**src/rtl/calc_cmd_arb.sv**
```systemverilog
// calc_cmd_arb
//   Round-robin command arbiter in front of the stack calculator core.
//   Two requesters (A = front panel, B = host) offer 2-bit commands with an
//   8-bit operand. Each granted command becomes exactly one single-cycle
//   pulse on the core's sw/btn inputs. Further grants are then held off for
//   a per-command guard interval, so multi-cycle core operations finish first.
//
// Parameters
//   BASIC_GUARD : idle cycles after PUSH/APPEND/CLEAR (0 allowed)
//   OP_GUARD    : idle cycles after OP (>= 1, covers worst-case divide)
//   GUARD_W     : guard counter width, both guards < 2**GUARD_W
//
// Ports
//   clk, rst          : clock, asynchronous active-high reset
//   a_valid/a_cmd/a_data/a_ready : panel requester handshake
//   b_valid/b_cmd/b_data/b_ready : host requester handshake
//   disp_hi           : display half select, shown on btn[0] between pulses
//   sw, btn           : core switch/button inputs (registered pulse)
//   busy              : high while issuing or guarding
//   last_src          : source of most recent grant (0 = A, 1 = B)
module calc_cmd_arb #(
    parameter int BASIC_GUARD = 2,
    parameter int OP_GUARD    = 40,
    parameter int GUARD_W     = 8
) (
    input  logic       clk,
    input  logic       rst,
    input  logic       a_valid,
    input  logic [1:0] a_cmd,
    input  logic [7:0] a_data,
    output logic       a_ready,
    input  logic       b_valid,
    input  logic [1:0] b_cmd,
    input  logic [7:0] b_data,
    output logic       b_ready,
    input  logic       disp_hi,
    output logic [7:0] sw,
    output logic [3:0] btn,
    output logic       busy,
    output logic       last_src
);

    typedef enum logic [1:0] {
        S_IDLE,
        S_ISSUE,
        S_GUARD
    } state_t;

    typedef enum logic [1:0] {
        CMD_PUSH   = 2'b00,
        CMD_APPEND = 2'b01,
        CMD_OP     = 2'b10,
        CMD_CLEAR  = 2'b11
    } cmd_t;

    localparam logic [GUARD_W-1:0] BASIC_G = GUARD_W'(BASIC_GUARD);
    localparam logic [GUARD_W-1:0] OP_G    = GUARD_W'(OP_GUARD);

    state_t             state_q, state_d;
    logic [GUARD_W-1:0] cnt_q, cnt_d;
    logic               last_src_q, last_src_d;
    logic [7:0]         sw_q, sw_d;
    logic [3:0]         pulse_q, pulse_d;
    logic               busy_q, busy_d;

    logic               grant_a, grant_b;
    cmd_t               sel_cmd;
    logic [7:0]         sel_data;

    // Grant: a lone requester wins; on a tie the one not granted last wins.
    // Gated by rst so both readies stay low while reset is asserted.
    always_comb begin
        grant_a = 1'b0;
        grant_b = 1'b0;
        if (state_q == S_IDLE && !rst) begin
            grant_a = a_valid & (~b_valid | last_src_q);
            grant_b = b_valid & (~a_valid | ~last_src_q);
        end
    end

    assign a_ready  = grant_a;
    assign b_ready  = grant_b;

    assign sel_cmd  = cmd_t'(grant_b ? b_cmd : a_cmd);
    assign sel_data = grant_b ? b_data : a_data;

    // The counter is loaded with the full guard G at transfer; the ISSUE
    // cycle decides between IDLE (G = 0) and GUARD with G-1, so GUARD lasts
    // exactly G cycles and leaves on the cycle the counter reads zero.
    always_comb begin
        state_d    = state_q;
        cnt_d      = cnt_q;
        last_src_d = last_src_q;
        sw_d       = '0;
        pulse_d    = '0;
        case (state_q)
            S_IDLE: begin
                if (grant_a || grant_b) begin
                    state_d    = S_ISSUE;
                    last_src_d = grant_b;
                    cnt_d      = (sel_cmd == CMD_OP) ? OP_G : BASIC_G;
                    case (sel_cmd)
                        CMD_PUSH: begin
                            pulse_d = 4'b0010;
                            sw_d    = sel_data;
                        end
                        CMD_APPEND: begin
                            pulse_d = 4'b0100;
                            sw_d    = sel_data;
                        end
                        CMD_OP: begin
                            // btn[0] low so the core never sees a clear here
                            pulse_d = 4'b1000;
                            sw_d    = {5'b00000, sel_data[2:0]};
                        end
                        CMD_CLEAR: begin
                            pulse_d = 4'b1001;
                            sw_d    = '0;
                        end
                        default: ;
                    endcase
                end
            end
            S_ISSUE: begin
                if (cnt_q == '0) begin
                    state_d = S_IDLE;
                end else begin
                    state_d = S_GUARD;
                    cnt_d   = cnt_q - GUARD_W'(1);
                end
            end
            S_GUARD: begin
                if (cnt_q == '0) begin
                    state_d = S_IDLE;
                end else begin
                    cnt_d = cnt_q - GUARD_W'(1);
                end
            end
            default: begin
                state_d = S_IDLE;
                cnt_d   = '0;
            end
        endcase
        busy_d = (state_d != S_IDLE);
    end

    always_ff @(posedge clk or posedge rst) begin
        if (rst) begin
            state_q    <= S_IDLE;
            cnt_q      <= '0;
            last_src_q <= 1'b0;
            sw_q       <= '0;
            pulse_q    <= '0;
            busy_q     <= 1'b0;
        end else begin
            state_q    <= state_d;
            cnt_q      <= cnt_d;
            last_src_q <= last_src_d;
            sw_q       <= sw_d;
            pulse_q    <= pulse_d;
            busy_q     <= busy_d;
        end
    end

    // Every command pulse is non-zero, so an all-zero pulse register means
    // "not issuing" and btn falls back to the display select.
    assign btn      = (pulse_q != '0) ? pulse_q : {3'b000, disp_hi};
    assign sw       = sw_q;
    assign busy     = busy_q;
    assign last_src = last_src_q;

endmodule

```
**config.mk**
```make
export PLATFORM = sky130hd
export DESIGN_NAME = calc_cmd_arb
export DESIGN_NICKNAME = d
export VERILOG_FILES = /design/src/rtl/calc_cmd_arb.sv
export SDC_FILE = /design/constraint.sdc
export NUM_CORES = 1
export LEC_CHECK = 0
export CAP_MARGIN = 40
export CORE_ASPECT_RATIO = 1.25
export CORE_MARGIN = 5
export CORE_UTILIZATION = 46
export CTS_CLUSTER_DIAMETER = 40
export DETAILED_ROUTE_END_ITERATION = 12
export PLACE_DENSITY = 0.77
export SETUP_SLACK_MARGIN = 0.3
export SLEW_MARGIN = 20
export SYNTH_ARGS = -nofsm -noshare
export SYNTH_HDL_FRONTEND = slang
export SYNTH_SLANG_ARGS = --single-unit
```
**constraint.sdc**
```tcl
create_clock -name clk -period 2.6 [get_ports clk]
set_input_delay 0.52 -clock clk [delete_from_list [all_inputs] [get_ports clk]]
set_output_delay 0.52 -clock clk [all_outputs]
set_load 0.005 [all_outputs]
```
==> metrics, run 1 <==
share of the clock period used by the worst path=approximately 85%; vias in the first global route=~1300; Worst Reg-to-Reg Cells=6; overflow left after global routing=0; Die H=between 70 and 80 um; met3 wire length=~240 um; setup repair after global routing missed its margin=false; Least-Margin Pin Slew=between 600 and 700 ps; arrival time at the worst endpoint=between 1500 and 2000 ps; antenna violations before repair=0; slowest stage delay, CP=around 420 ps; post-synthesis cell count=roughly 150; root buffer cell=clkbuf_4; Syn Nets=approximately 180; CP endpoint kind=primary output; critical register-to-register path endpoint=cnt_q[6]$_DFFE_PP0P_; Tmin final=~2200 ps; CTS Hold Bufs=0; P_sw=~0.0007 W; # fillers=between 200 and 250; Peak supply drop=just under 0.0007 V; max-slew violations=0; CP cell instances=inv_2 > ha_4 > buf_4 > nor2b_2 > nand2_1 > a21oi_1 > dlygate4sd2_1; Detail Route Antenna Nets=0; DRT Wirelength=approximately 3800 um; vias=between 1000 and 1500; Clock Path Buffers=2; vias per cell=roughly 5.5; relative slew slack=58.6%; core area=about 2900 um2; First-pass DRT Iterations=4; CP Buf/Inv Count=3; placer's final routability congestion estimate=0.849; synthesized area per cell=about 9.1 um2; first-pass GRT wire length=approximately 6000 um; post-synthesis cell area=1380 um2; flops & latches, synth=24; layout cell share with drive strength beyond 1=14.2%; power share of the sequential group=about 34%; CTS H-Tree Depth=1; Starting Density=47.3%; I/O pin count=~40; footprint of the multi-input gates=~740 um2; asr flop ratio synth=between 90% and 100%; status=completed; Worst EP required=around 2100 ps; CTS tree=yes; min-delay worst type=input pin to async pin; clock network power share=approximately a tenth; number of core rows=22; Core Util, Final=65.7%; die width=59.0 um; sequential element share of the synthesized area=between 40% and 50%; full die area=approximately 4200 um2; clk slew on worst S/H paths=between 100 and 150 ps; Ys Warns=0; post-detail-place hpwl=approximately 2800 um; clk_skew=around 11 ps; Synth cell types=40; Crit Path Category=register to primary output; static leakage=0.874 nW; endpoints failing hold=0; reg2reg setup slack=just under 700 ps; overall power=0.00170 W; Worst Path Max Fanout=6; Sink Count=24; max layer used=met4; Crit-path slowest cell=dfrtp_1; Storage cell area=~600 um2; clock buffer count from CTS=3; Clk Latency, worst-skew pair=roughly 320 ps; combinational share of power=between 50% and 60%; metal1 wirelength=approximately 1400 um; Most used DFF post-synth=dfrtp_1; setup tns final=0 ps; crit start category=register; Area growth, synth to finish=39.0%; P_int=around 0.00099 W; f_max=454 MHz; buffers added on ports=40; initial DRC count=31; Final Net Count=between 200 and 250; FF-to-FF Start=cnt_q[0]$_DFFE_PP0P_; Final setup viols=0; max-cap check violation count=0; ANT cells=0; pin count of the biggest net entering global routing=17; Net Sw Frac=between 40% and 50%; power per standard cell area=888 nW/um2; GRT Total Usage=a little under a fifth; wire length on met2=2050 um; Residual DRC=0; Top delay family on crit path=buffers and inverters; Post-synth EDFFs=0; WL/cell=roughly 16 um
## cells in the mapped netlist, drive strengths merged, types with 3 or more instances
library cell | count | area [um2]
nand3 | 10 | 50.1
clkbuf | 5 | 20.0
ha | 6 | 75.1
nor2 | 8 | 30.0
o21ai | 9 | 45.0
buf | 3 | 17.5
nand3b | 3 | 22.5
dfrtp | 24 | 601
a21oi | 15 | 75.1
nor4 | 3 | 25.0
nand2 | 18 | 67.6
inv | 10 | 37.5
o31ai | 4 | 35.0
nor3 | 5 | 30.0
nand2b | 3 | 18.8
## cell families after synthesis
| kind of cell | count (synthesis) | synth area share [%] |
|---|---|---|
| AOI/OAI and AO/OA | 41 | 20.2 |
| muxes | 1 | 0.726 |
| DFF | 24 | 43.6 |
| adders and majority gates | 6 | 5.44 |
| buffers and inverters | 18 | 5.44 |
| and+or+nand+nor | 62 | 24.6 |
## worst max-delay path by stage
stage                    startpoint                   end  slack (ps)  depth (start not counted)
6_report       state_q[1]$_DFF_PP0_               a_ready         400                          7
5_1_grt        state_q[1]$_DFF_PP0_               a_ready         300                          7
4_1_cts        state_q[1]$_DFF_PP0_               b_ready         310                          6
3_5_place_dp                b_valid               b_ready         190                          5
3_3_place_gp                b_valid               b_ready         210                          5
2_1_floorplan  state_q[0]$_DFF_PP0_  cnt_q[6]$_DFFE_PP0P_         810                          6
## final cells by class
cell class	count	share of cell area (%)
repair buffers	50	24.7
clock buffers	3	1.17
multi-input cells	110	38.5
flip-flops and latches	24	31.3
well taps	36	2.35
inverters	10	1.96
## power groups by stage
| stage | clock network [W] | registers (W) | logic (W) |
|---|---|---|---|
| 2_1_floorplan | 0 | 0.000562 | 0.000617 |
| 3_3_place_gp | 0 | 0.000573 | 0.000840 |
| 3_5_place_dp | 0 | 0.000578 | 0.000872 |
| 4_1_cts | 0.000163 | 0.000569 | 0.000952 |
| 5_1_grt | 0.000187 | 0.000588 | 0.00106 |
| 6_report | 0.000164 | 0.000575 | 0.000963 |
## layer usage
| layer | global-route usage, % | vias up |
|---|---|---|
| met5 | 0 | - |
| met4 | 5.54 | 0 |
| met3 | 3.60 | 6 |
| met2 | 36.0 | 43 |
| met1 | 19.6 | 609 |
| li1 | - | 631 |
## through the flow
step	instances	cell area (um2)	hold WS (ps)	worst slack (ps)
2_1_floorplan	152	1380	489	808
3_3_place_gp	224	1820	512	209
3_5_place_dp	224	1820	510	186
4_1_cts	232	1900	401	313
5_1_grt	233	1920	431	303
6_report	233	1920	384	399
## what timing repair did
action | 4_1_cts | 5_1_grt
endpoints found under the setup margin | 3 | 1
pin swaps | 2 | 0
gates cloned | 0 | 0
setup buffers | 5 | 1
resized for setup | 12 | 2
## worst reg2reg max path: cells and delay by family (launching register included)
| kind | cells | cell delay, ps |
|---|---|---|
| AOI/OAI and AO/OA | 1 | 290 |
| adders and majority gates | 1 | 250 |
| buffers and inverters | 1 | 120 |
| DFF | 1 | 470 |
| and+or+nand+nor | 3 | 740 |
## cells in the final DEF, fill, tap and decap left out, types with 2 or more instances in the layout
cell type and instances:
nor3_1 4, inv_2 2, dfrtp_1 24, or4_1 2, clkbuf_4 3, o21ai_0 9
buf_4 10, clkdlybuf4s50_1 35, o31ai_1 3, a211oi_1 2, inv_1 8, nor2_1 8
ha_1 5, and2_1 2, nor4_1 2, nand2b_1 3, nand3b_1 3, a31o_2 2
dlygate4sd2_1 4, nand3_1 10, o21bai_1 2, nand2_1 17, a21oi_1 15
## sequential cells by signal (all words and copies together) (netlist names)
signal / cells
busy: 1
pulse_q: 4
state_q: 2
cnt_q: 8
sw: 8
last_src: 1
Power figures use the tool's default switching activity.
==> inputs of run 2 (changes only) <==
--- a/config.mk
+++ b/config.mk
@@ -8,10 +8,10 @@
 export CAP_MARGIN = 40
 export CORE_ASPECT_RATIO = 1.25
 export CORE_MARGIN = 5
-export CORE_UTILIZATION = 46
+export CORE_UTILIZATION = 42
 export CTS_CLUSTER_DIAMETER = 40
 export DETAILED_ROUTE_END_ITERATION = 12
-export PLACE_DENSITY = 0.77
+export PLACE_DENSITY = 0.74
 export SETUP_SLACK_MARGIN = 0.3
 export SLEW_MARGIN = 20
 export SYNTH_ARGS = -nofsm -noshare
==> constraint.sdc (replaced) <==
create_clock -name clk -period 2 [get_ports clk]
set_input_delay 0.4 -clock clk [delete_from_list [all_inputs] [get_ports clk]]
set_output_delay 0.4 -clock clk [all_outputs]
set_load 0.005 [all_outputs]
==> run 2 against run 1 <==
Final cell count grew 9.0%. Flip-flop and latch count is the same. Worst setup slack lost 180 ps. Largest power group unchanged. Clock power grew 100%. Critical path depth grew 1. Core utilization grew 3.5 points. Critical endpoint is now sw[5]$_DFF_PP0_.
==> metrics, run 2 (synthesis gave the netlist of run 1 again) <==
buffers added on ports=40; vias in the first global route=about 1400; setup repair after global routing missed its margin=true; core area=between 3000 and 4000 um2; Peak supply drop=0.00105 V; Clock Path Buffers=2; clk slew on worst S/H paths=approximately 90 ps; Clk Latency, worst-skew pair=approximately 270 ps; full die area=~4500 um2; pin count of the biggest net entering global routing=17; arrival time at the worst endpoint=a little under 2000 ps; layout cell share with drive strength beyond 1=about a third; combinational share of power=between 60% and 70%; placer's final routability congestion estimate=about 0.88; overall power=around 0.0028 W; number of core rows=23; power per standard cell area=around 1300 nW/um2; Die H=approximately 74 um; first-pass GRT wire length=about 6400 um; min-delay worst type=input pin to async pin; crit start category=register; Worst Path Max Fanout=7; Least-Margin Pin Slew=393 ps; Detail Route Antenna Nets=0; CTS tree=yes; clock network power share=about an eighth; WL/cell=around 16 um; CP endpoint kind=register; Worst EP required=approximately 2200 ps; overflow left after global routing=0; clk_skew=about 4.5 ps; Starting Density=between 40% and 50%; Tmin final=around 1800 ps; DRT Wirelength=roughly 4100 um; post-detail-place hpwl=2820 um; die width=61.2 um; P_sw=approximately 0.0011 W; max-cap check violation count=0; ANT cells=0; CTS Hold Bufs=0; status=completed; clock buffer count from CTS=3; share of the clock period used by the worst path=89.2%; CTS H-Tree Depth=1; commonest non-fill, non-tap cells in the layout=clkdlybuf4s50_1 (33), buf_4 (24), dfrtp_1 (20); GRT Total Usage=between 10% and 20%; I/O pin count=41; Net Sw Frac=about two fifths; vias per cell=5.47; endpoints failing hold=0; root buffer cell=clkbuf_8; f_max=560 MHz; power share of the sequential group=26.6%; Crit Path Category=register to register; initial DRC count=51; P_int=about 0.0017 W; First-pass DRT Iterations=4; Residual DRC=0; antenna violations before repair=0; relative slew slack=between 70 and 80%; max-slew violations=0; Final Net Count=249; Area growth, synth to finish=60.3%; commonest non-fill, non-tap cell in the layout=clkdlybuf4s50_1; Final setup viols=0; vias=1390; static leakage=1.00 nW; Sink Count=24; Core Util, Final=between 60 and 70%
[run 2: cell count changes in the layout (fill, tap and decap cells not counted), moves of 4 or more]
cell,before,now
buf_4,10,24
buf_6,0,5
o21ai_0,9,4
clkbuf_8,0,4
dfrtp_1,24,20
dfrtp_2,0,4
o21ai_1,0,4
[run 2: final cells by class]
class	instances	area (um2)
Fill cell	246	985
Timing Repair Buffer	69	639
Inverter	10	37.5
Tap cell	37	46.3
Sequential cell	24	606
Multi-Input combinational cell	110	826
Clock buffer	4	55.1
[run 2: repair_timing]
item | in CTS | in global routing
resized for setup | 29 | 23
endpoints found under the setup margin | 21 | 20
setup buffers | 8 | 8
pin swaps | 9 | 12
[run 2: stage by stage]
stage,hold slack [ps],TNS [ps],setup slack (ps),instance area [um2],instances
floorplan,415,0,301,1390,152
global placement,510,-560,-140,1910,234
detailed placement,546,-1100,-192,1910,234
CTS,332,0,259,2070,246
global route,355,0,155,2210,254
finish,322,0,215,2210,254
[run 2: routing by layer]
layer	GRT usage (%)	vias to the layer above	wire length (um)
met5	0	-	0
met2	35.9	49	2320
met1	20.6	662	1510
met4	4.10	0	48
met3	2.43	5	274
li1	-	674	-
[run 2: path summary, 6_finish.rpt]
kind	slack (ps)	depth (start not counted)	to	startpoint
hold reg to reg	570	2	cnt_q[5]$_DFFE_PP0P_	cnt_q[5]$_DFFE_PP0P_
max in group asynchronous	1250	3	cnt_q[3]$_DFFE_PP0P_	rst
hold / removal	320	2	busy$_DFF_PP0_	rst
min in group clk	570	2	cnt_q[5]$_DFFE_PP0P_	cnt_q[5]$_DFFE_PP0P_
setup reg to reg	220	8	sw[5]$_DFF_PP0_	state_q[0]$_DFF_PP0_
setup / recovery	220	8	sw[5]$_DFF_PP0_	state_q[0]$_DFF_PP0_
[run 2: power by group through the flow]
stage	clock [W]	sequential [W]	combinational (W)
after detailed placement	0	0.000758	0.00129
final	0.000332	0.000746	0.00172
after floorplan	0	0.000734	0.000836
after global placement	0	0.000752	0.00125
after CTS	0.000340	0.000733	0.00148
after global routing	0.000372	0.000764	0.00189
[run 2: worst max-delay path: stages (launching register included)]
cell	delay [ps]
dfrtp_1	400
inv_2	90
ha_4	150
buf_6	90
nand3b_1	180
buf_4	210
o21ai_2	150
nand3b_1	230
a21oi_1	200
